`config.mk`:
```
export PLATFORM = sky130hd
export DESIGN_NAME = rr_mux_16to1_16b
export DESIGN_NICKNAME = d
export VERILOG_FILES = /design/src/rtl/rr_mux_16to1_16b.sv
export SDC_FILE = /design/constraint.sdc
export NUM_CORES = 1
export LEC_CHECK = 0
export BUFFER_PORTS_ARGS = -buffer_cell sky130_fd_sc_hd__buf_2
export CAP_MARGIN = 20
export CORE_AREA = 2 2 126 128
export DETAILED_ROUTE_END_ITERATION = 10
export DIE_AREA = 0 0 128 130
export PLACE_DENSITY = 0.8
export SYNTH_ARGS = -nofsm -noshare
export SYNTH_HDL_FRONTEND = slang
export SYNTH_SLANG_ARGS = --single-unit
```
`constraint.sdc`:
```
create_clock -name clk -period 16.4 [get_ports clk]
set_input_delay 2.46 -clock clk [delete_from_list [all_inputs] [get_ports clk]]
set_output_delay 2.46 -clock clk [all_outputs]
set_load 0.01 [all_outputs]
```
`src/rtl/rr_mux_16to1_16b.sv`:
```
// Round-robin 16:1 multiplexer for 16-bit words with valid/ready on every port.
// Multi-word packets keep the grant from their first beat through in_last.
// The selected word lands in a registered output stage that supports
// load-while-drain for one word per cycle.
module rr_mux_16to1_16b #(
  parameter int WIDTH = 16,
  parameter int N     = 16
) (
  input  logic               clk,
  input  logic               rst_n,
  input  logic [N*WIDTH-1:0] in_data,
  input  logic [N-1:0]       in_valid,
  input  logic [N-1:0]       in_last,
  output logic [N-1:0]       in_ready,
  output logic [WIDTH-1:0]   out_data,
  output logic [3:0]         out_sel,
  output logic               out_last,
  output logic               out_valid,
  input  logic               out_ready
);

  localparam logic [0:0] ARB  = 1'b0;
  localparam logic [0:0] LOCK = 1'b1;

  logic [0:0]       state_q,     state_d;
  logic [3:0]       ptr_q,       ptr_d;
  logic [3:0]       lock_idx_q,  lock_idx_d;
  logic [WIDTH-1:0] out_data_q,  out_data_d;
  logic [3:0]       out_sel_q,   out_sel_d;
  logic             out_last_q,  out_last_d;
  logic             out_valid_q, out_valid_d;

  logic       load_en;
  logic       cand_found;
  logic [3:0] cand_idx;
  logic [3:0] scan_idx;
  logic [3:0] sel_idx;
  logic       sel_ok;
  logic       xfer;

  // Rotating-priority scan: first requesting source at or after ptr, wrapping.
  always_comb begin
    cand_idx   = '0;
    cand_found = 1'b0;
    scan_idx   = '0;
    for (int unsigned k = 0; k < 16; k++) begin
      scan_idx = ptr_q + 4'(k);
      if (!cand_found && in_valid[scan_idx]) begin
        cand_idx   = scan_idx;
        cand_found = 1'b1;
      end
    end
  end

  // Grant selection and source handshake; a held lock excludes everyone else.
  always_comb begin
    load_en = !out_valid_q || out_ready;
    if (state_q == LOCK) begin
      sel_idx = lock_idx_q;
      sel_ok  = in_valid[lock_idx_q];
    end else begin
      sel_idx = cand_idx;
      sel_ok  = cand_found;
    end
    xfer     = load_en && sel_ok;
    in_ready = '0;
    if (xfer && rst_n) begin
      in_ready[sel_idx] = 1'b1;
    end
  end

  // Next-state: output register load, pointer advance and lock tracking.
  always_comb begin
    state_d     = state_q;
    ptr_d       = ptr_q;
    lock_idx_d  = lock_idx_q;
    out_data_d  = out_data_q;
    out_sel_d   = out_sel_q;
    out_last_d  = out_last_q;
    out_valid_d = out_valid_q;
    if (xfer) begin
      out_data_d  = in_data[int'(sel_idx)*WIDTH +: WIDTH];
      out_sel_d   = sel_idx;
      out_last_d  = in_last[sel_idx];
      out_valid_d = 1'b1;
      if (in_last[sel_idx]) begin
        ptr_d   = sel_idx + 4'd1;
        state_d = ARB;
      end else begin
        lock_idx_d = sel_idx;
        state_d    = LOCK;
      end
    end else if (load_en) begin
      out_valid_d = 1'b0;
    end
  end

  // State and output registers with asynchronous active-low reset.
  always_ff @(posedge clk or negedge rst_n) begin
    if (!rst_n) begin
      state_q     <= ARB;
      ptr_q       <= '0;
      lock_idx_q  <= '0;
      out_data_q  <= '0;
      out_sel_q   <= '0;
      out_last_q  <= 1'b0;
      out_valid_q <= 1'b0;
    end else begin
      state_q     <= state_d;
      ptr_q       <= ptr_d;
      lock_idx_q  <= lock_idx_d;
      out_data_q  <= out_data_d;
      out_sel_q   <= out_sel_d;
      out_last_q  <= out_last_d;
      out_valid_q <= out_valid_d;
    end
  end

  assign out_data  = out_data_q;
  assign out_sel   = out_sel_q;
  assign out_last  = out_last_q;
  assign out_valid = out_valid_q;

endmodule

```
# After elaboration in Yosys (flattened, before gate mapping)
# Index checks and enable logic that the tools add are counted.
[totals]
reg_bits = 31
inputBits = 291
out_inout_bits = 38
wordCells = 158
[op_classes]
n_addsub = 16
order_cmp = 19
shifts = 1
mux = 76
n_bitwise = 1
reduce_logical = 38
[op_table]
columns = ["op", "count"]
rows = [
  ["$shiftx 256x9->16", 1],
  ["$lt 4x5->1 const B", 18],
  ["$bmux 1 s4", 18],
  ["$mux 4", 17],
  ["$mux 1", 39],
  ["$add 4x4->4 const B", 8],
  ["$logic_and 1x1->1", 18],
  ["$add 4x3->4 const B", 4],
  ["$logic_not 1->1", 16],
  ["$mux 16", 1],
  ["$add 4x1->4 const B", 2],
  ["$add 4x2->4 const B", 2],
  ["$demux 1 s4", 1],
  ["$ge 4x1->1 const B", 1],
  ["$reduce_and 2->1", 2],
  ["$reduce_bool 2->1", 1],
  ["$logic_or 1x1->1", 1],
  ["$not 1->1", 1],
]

# Depth between registers and ports, before layout
# Gate-level depths: netlist (run 1).
[depth]
ltp_word = 54
ltp_mapped = 23
depth_no_buf = 15

# Worst setup path before layout (run 1)
# OpenSTA, ideal clock, no wires.
[synth_timing]
path_kind = "input-to-output"
start = "input in_valid[14]"
end = "output in_ready[0]"
arrival_time_ns = 6.431
required_time_ns = 13.940
setup_slack_ns = 7.509
path_stages = 15
n_path_buf = 4
path_cell_list = "mux4_2 > mux2_2 > mux2_2 > or4b_4 > or4_1 > or4_1 > o211ai_2 > a21oi_4 > buf_6 > buf_2 > buf_2 > clkbuf_1 > ha_1 > nand2_1 > nor2_1"
[synth_between]
elab_chain_cells = 54
word_cells_on_any_way = 106
cone_classes = "2 x order compare; 71 x mux; 33 x reduce/logical"
[synth_rtl]
columns = ["element", "line", "rtl"]
rows = [
  ["start, declared", "12", "input logic [N-1:0] in_valid,"],
  ["$bmux 1 s4", "48", "if (!cand_found && in_valid[scan_idx]) begin"],
  ["$mux 1 (not written as such)", "48", ""],
  ["$mux 1", "48", ""],
  ["$logic_not 1->1", "48", ""],
  ["$logic_and 1x1->1", "48", ""],
  ["$mux 1", "48", ""],
  ["$logic_not 1->1", "48", ""],
  ["$logic_and 1x1->1", "48", ""],
  ["[... 38 more ...]", "-", ""],
  ["$logic_and 1x1->1", "48", ""],
  ["$mux 4", "48", ""],
  ["$mux 4", "58", "if (state_q == LOCK) begin"],
  ["$lt 4x5->1 (not written as such) / $ge 4x1->1 (equally long branches)", "68", "in_ready[sel_idx] = 1'b1;"],
  ["$logic_and 1x1->1 (not written as such)", "68", ""],
  ["$mux 1 (not written as such)", "68", ""],
  ["$demux 1 s4", "68", ""],
  ["$mux 16 (*)", "67", "if (xfer && rst_n) begin"],
  ["end, declared", "14", "output logic [N-1:0] in_ready,"],
]
# Every way passes the cells marked *; elsewhere a longest branch is shown, timed or not. The select of a mux whose other input is x is not followed.

# Worst setup path in the final report (run 1)
[layout_timing]
start = "input in_valid[1]"
end = "output in_ready[0]"
# The elaborated chain is that of the path after synthesis.

==> flow_metrics.tcl, run 1 <==
set metrics [dict create \
    postRouteAntennaNets 0 \
    numClockSinks 31 \
    rsz0062_at_grt "false" \
    yosys-top-cells-count "113 x mux2i_1, 55 x nor2_1, 45 x mux4_2, 43 x a211oi_1, 40 x nand2_1" \
    insertion_delay_ps 290 \
    hold-path-endpoint "out_data[15]$_DFFE_PN0P_" \
    synth_cell_types 76 \
    yosysMostFrequentCell "mux2i_1" \
    grtUsageTotal_pct 32.38 \
    worstHoldStart "out_data[15]$_DFFE_PN0P_" \
    netlist_area_um2 6538 \
    min_path_type "reg -> reg" \
    postCtsHoldBufs 0 \
    yosysTopAreaCellShare_pct 17.30 \
    drc_errors 0 \
    cts_tree "yes" \
    worstHoldPathCells 2 \
    vias_per_cell 6.240 \
    yosysSeqAreaShare_pct 11.87 \
    synth_cells 733 \
    syn_nets 1035 \
    clockRootBuffer "clkbuf_16" \
    r2r_cells 17 \
    timing.rr.start "ptr_q[0]$_DFFE_PN0P_" \
    fin_setup_tns_ps 0 \
    grt_pass1_vias 7150 \
    grt_max_degree 81 \
    critPathCaptureType "primary output" \
    die-height_um 130 \
    slew_viol_final 0 \
    cp.arrival_ps 6880 \
    avgRoutedWirePerCell_um 23.14 \
    gp_congestion 0.9499 \
    start_util_pct 42.38 \
    num_rows 46 \
    period_minus_slack_ps 9343 \
    htreeDepth 2 \
    cts_resized 0 \
    synthTopCellsByArea "mux2i_1 17%, mux4_2 16%, dfrtp_1 12%, mux2_2 5.5%, a211oi_1 4.9%" \
    synth_edf_count 0 \
    antenna_found_initial 6 \
    overflow 0 \
    core_area_um2 15420 \
    hold_slack_ps 501.3 \
    io_buffers 328 \
    clockBufferDepth 2 \
    final_net_count 1326 \
    grt_pass1_wl_um 41190 \
    max_slew_margin_pct 24.28 \
    hold_violations 0 \
    min_period_over_period_pct 56.97 \
    r2r_slack_ps 8440 \
    synth_largest_area_cell "mux2i_1" \
    path_class "in -> out" \
    max_freq_mhz 107.0 \
    skew_ps 13.34 \
    setup-violations-final 0 \
    synthArstFlopShare_pct 100.0 \
    path_max_fanout 34 \
    r2r-end "lock_idx_q[1]$_DFFE_PN0P_" \
    io_pins 329 \
    synth-seq-cells 31 \
    clk_pin_slew_worst_paths_ps 60 \
    yosysWarningCount 0 \
    layout-drive-gt1-share_pct 44.29 \
    syn_avg_cell_area_um2 8.919 \
    drt_iter0_drc 894 \
    dieArea_um2 16640 \
    worstSetupStartpointType "input pin" \
    vias 7625 \
    firstDrtPassIters 7 \
    post_cts_buffers 0 \
    fp.dieW_um 128 \
    wl_um 28280 \
    worstPathRequired_ps 13940 \
    syn2layout_area_growth_pct 28.40 \
    outcome "completed" \
    cap_viol_max_count 0 \
    tightest_slew_ps 1128 \
    synth_ff_type "dfrtp_1" \
    cts_made_buffers 5 \
    hpwlAfterDp_um 22630 \
]
==> worst max-delay path, stage by stage <==
cell,delay (ps)
buf_2,150
mux2_2,290
mux4_2,540
mux2i_1,360
nand3b_1,450
nor4_2,640
a221oi_1,260
a221oi_4,230
buf_4,410
inv_2,370
ha_1,300
nand2_1,150
nor2_1,70
buf_2,180
==> registers in the layout, indices dropped and copies added, names as in the netlist <==
name / flops
lock_idx_q: 4
out_data: 16
out_last: 1
out_sel: 4
out_valid: 1
ptr_q: 4
state_q: 1
==> metrics by stage <==
step / worst slack, ps / utilization (%) / instances / area [um2]
floorplan: 7509 / - / 733 / 6538
global placement: 7204 / 53.40 / 1209 / 8237
detailed placement: 7155 / 53.40 / 1209 / 8237
CTS: 7141 / 54.34 / 1217 / 8382
global route: 6753 / 54.42 / 1222 / 8394
finish: 7057 / 54.42 / 1222 / 8394
==> cells in the final DEF (no fill, tap or decap), types with 3 or more instances in the layout <==
master,instances
buf_4,14
ha_1,11
mux4_2,45
nand2b_1,13
o211ai_1,10
nor2_1,55
xnor2_1,7
nor4b_1,3
inv_1,18
or3_1,3
o221ai_1,16
nand3b_1,3
mux2_1,5
a211oi_2,5
a21o_1,5
a21oi_1,35
o2111ai_1,4
xor2_1,4
a22oi_1,8
diode_2,5
nor2b_1,31
mux2i_1,113
a211oi_1,43
a2111oi_1,3
mux2_2,32
nor3_1,7
and3_1,7
a221o_1,6
o21ai_0,26
clkbuf_16,5
dfrtp_1,31
nand2_1,40
o22ai_1,8
a31oi_1,16
nand3_1,10
buf_2,328
==> area by class of cell <==
cell class | instances | area, um2
clock buffer | 5 | 125.1
clock inverter | 3 | 20.02
antenna | 5 | 12.51
timing repair buffer | 342 | 1747
fill | 1477 | 7030
tap | 192 | 240.2
multi-input combinational | 623 | 5395
sequential | 31 | 775.7
inverter | 21 | 78.83
==> kinds of logic after synthesis <==
family	Yosys count	synth area share (%)
compound gates	215	24.17
mux	195	39.18
simple gates	191	15.35
buf+inv	79	5.856
flops	31	11.87
xor+xnor	11	1.474
fa+ha+maj	11	2.105
==> worst max path at each step <==
stage                  from           to  slack, ps  cells past startpoint
3_3_place_gp    in_valid[1]  in_ready[7]       7200                     15
3_5_place_dp    in_valid[1]  in_ready[0]       7160                     14
6_report        in_valid[1]  in_ready[0]       7060                     14
5_1_grt         in_valid[1]  in_ready[7]       6750                     12
4_1_cts         in_valid[1]  in_ready[0]       7140                     14
2_1_floorplan  in_valid[14]  in_ready[0]       7510                     15
==> per-layer routing <==
metal	global-route usage, %	share of wire (%)	vias to the layer above
li1	-	-	3488
met1	42.66	39	3642
met2	53.57	49	450
met3	4.920	8.0	45
met4	13.25	3.8	0
met5	0	0	-
Power of run 1 is left out: the tool's default activity adds up to more than one toggle a clock period on the data nets, which glitch-free logic cannot reach.
==> inputs of run 2 (changes only) <==
--- a/config.mk
+++ b/config.mk
@@ -7,10 +7,10 @@
 export LEC_CHECK = 0
 export BUFFER_PORTS_ARGS = -buffer_cell sky130_fd_sc_hd__buf_2
 export CAP_MARGIN = 20
-export CORE_AREA = 2 2 126 128
+export CORE_AREA = 2 2 127 129
 export DETAILED_ROUTE_END_ITERATION = 10
-export DIE_AREA = 0 0 128 130
-export PLACE_DENSITY = 0.8
+export DIE_AREA = 0 0 129 131
+export PLACE_DENSITY = 0.79
 export SYNTH_ARGS = -nofsm -noshare
 export SYNTH_HDL_FRONTEND = slang
 export SYNTH_SLANG_ARGS = --single-unit
==> constraint.sdc (replaced) <==
create_clock -name clk -period 9.5 [get_ports clk]
set_input_delay 1.425 -clock clk [delete_from_list [all_inputs] [get_ports clk]]
set_output_delay 1.425 -clock clk [all_outputs]
set_load 0.01 [all_outputs]
==> run 2 against run 1 <==
Routed wire length decreased by 0.33%. First-iteration DRC count decreased by 0.89%. Register-to-register slack got worse by 6100 ps. Critical path depth unchanged. Design area increased by 0.15%. Critical path type is now reg -> out. Critical endpoint is now in_ready[15]. Highest routed layer unchanged.
==> flow_metrics.tcl, run 2 (synthesized netlist as in run 1, its figures left out) <==
set metrics [dict create \
    outcome "completed" \
    vias 7570 \
    hold_slack_ps 493.8 \
    cts_resized 0 \
    clockBufferDepth 2 \
    num_rows 46 \
    drt_iter0_drc 886 \
    min_period_over_period_pct 81.97 \
    gp_congestion 1.026 \
    final_net_count 1324 \
    insertion_delay_ps 280 \
    worstSetupStartpointType "flop" \
    vias_per_cell 6.075 \
    min_path_type "reg -> reg" \
    antenna_found_initial 6 \
    worstHoldStart "out_data[13]$_DFFE_PN0P_" \
    overflow 0 \
    postRouteAntennaNets 0 \
    worstPathRequired_ps 8080 \
    r2r_cells 15 \
    crit_chain "inv_1 > ha_1 > mux4_2 > mux2_2 > mux2_2 > or4b_4 > nor4_4 > nand3_1 > o211ai_1 > a2bb2oi_2 > buf_4 > nand3_1 > nor2_1 > buf_2" \
    fp.dieW_um 129 \
    wl_um 28180 \
    finalInstanceArea_um2 8407 \
    worstHoldPathCells 2 \
    max_freq_mhz 128.4 \
    rsz0062_at_grt "false" \
    fin_util_pct 53.90 \
    core_area_um2 15600 \
    htreeDepth 2 \
    grt_max_degree 58 \
    die-height_um 131 \
    tightest_slew_ps 1036 \
    post_cts_buffers 0 \
    critPathCaptureType "primary output" \
    grt_pass1_wl_um 40360 \
    cts_made_buffers 5 \
    cp_slowest_cell "ha_1" \
    fin_setup_tns_ps 0 \
    final_common_cell "buf_2" \
    r2r_slack_ps 2300 \
    cts_tree "yes" \
    skew_ps 4.318 \
    start_util_pct 41.91 \
    r2r-end "lock_idx_q[1]$_DFFE_PN0P_" \
    worstSetupStartpoint "ptr_q[1]$_DFFE_PN0P_" \
    drc_errors 0 \
    hold_violations 0 \
    io_buffers 328 \
    hpwlAfterDp_um 22930 \
    clockRootBuffer "clkbuf_16" \
    hold-path-endpoint "out_data[13]$_DFFE_PN0P_" \
    firstDrtPassIters 7 \
    fillers 1512 \
    mostFrequentLayoutCells "328 x buf_2, 113 x mux2i_1, 55 x nor2_1" \
    postCtsHoldBufs 0 \
    clk_pin_slew_worst_paths_ps 50 \
    layout-drive-gt1-share_pct 43.99 \
    path_class "reg -> out" \
    cap_viol_max_count 0 \
    cp.arrival_ps 6360 \
    max_slew_margin_pct 30.49 \
    dieArea_um2 16900 \
    io_pins 329 \
    place_area_um2 8252 \
    path_max_fanout 24 \
    syn2layout_area_growth_pct 28.59 \
    largest_register_ffs 16 \
    grt_pass1_vias 7032 \
    numClockSinks 31 \
    period_minus_slack_ps 7787 \
    grtUsageTotal_pct 31.67 \
    setup-violations-final 0 \
    timing.rr.start "ptr_q[1]$_DFFE_PN0P_" \
    avgRoutedWirePerCell_um 22.62 \
    slew_viol_final 0 \
    max_stage_delay_ps 1040 \
]
## run 2: cell count changes in the layout (fill, tap and decap cells not counted)
cell	delta
buf_4	-2
clkbuf_1	+2
clkinvlp_4	-2
diode_2	+2
## run 2: critical path: cells and delay by family, from the launching register on
family / cells / cell delay [ps]
multiplexers: 3 / 1370
buffers and inverters: 3 / 660
flip-flops: 1 / 340
AO/OA/AOI/OAI: 2 / 570
AND/OR/NAND/NOR: 5 / 2090
adder cells (fa/ha/maj): 1 / 1040
## run 2: layout make-up
class,instances,area (um2),area share [%]
Inverter,21,78.83,0.9376
Clock inverter,1,5.005,0.05953
Clock buffer,7,132.6,1.578
Multi-Input combinational cell,623,5395,64.18
Timing Repair Buffer,340,1732,20.60
Antenna cell,7,17.52,0.2084
Tap cell,216,270.3,3.215
Sequential cell,31,775.7,9.228
## run 2: through the flow
stage               std cells  setup WS (ps)
floorplan                 733           2266
global placement         1231           2199
detailed placement       1231           2076
CTS                      1239           1783
global route             1243           1221
finish                   1246           1713
## run 2: routing by layer
metal  vias up  wire, um  track usage [%]
met5         -         0                0
met4         0      1579            17.33
met3        79      2468            5.660
met2       438     13330            51.14
met1      3572     10810            40.41
li1       3481         -                -
## run 2: how the worst max path moves through the flow
stage / endpoint / slack, ps / depth (start not counted)
2_1_floorplan: in_ready[0] / 2270 / 22
3_3_place_gp: in_ready[12] / 2200 / 14
3_5_place_dp: in_ready[14] / 2080 / 14
4_1_cts: in_ready[14] / 1780 / 14
5_1_grt: in_ready[13] / 1220 / 14
6_report: in_ready[15] / 1710 / 14
Power of run 2 is left out for the same reason.
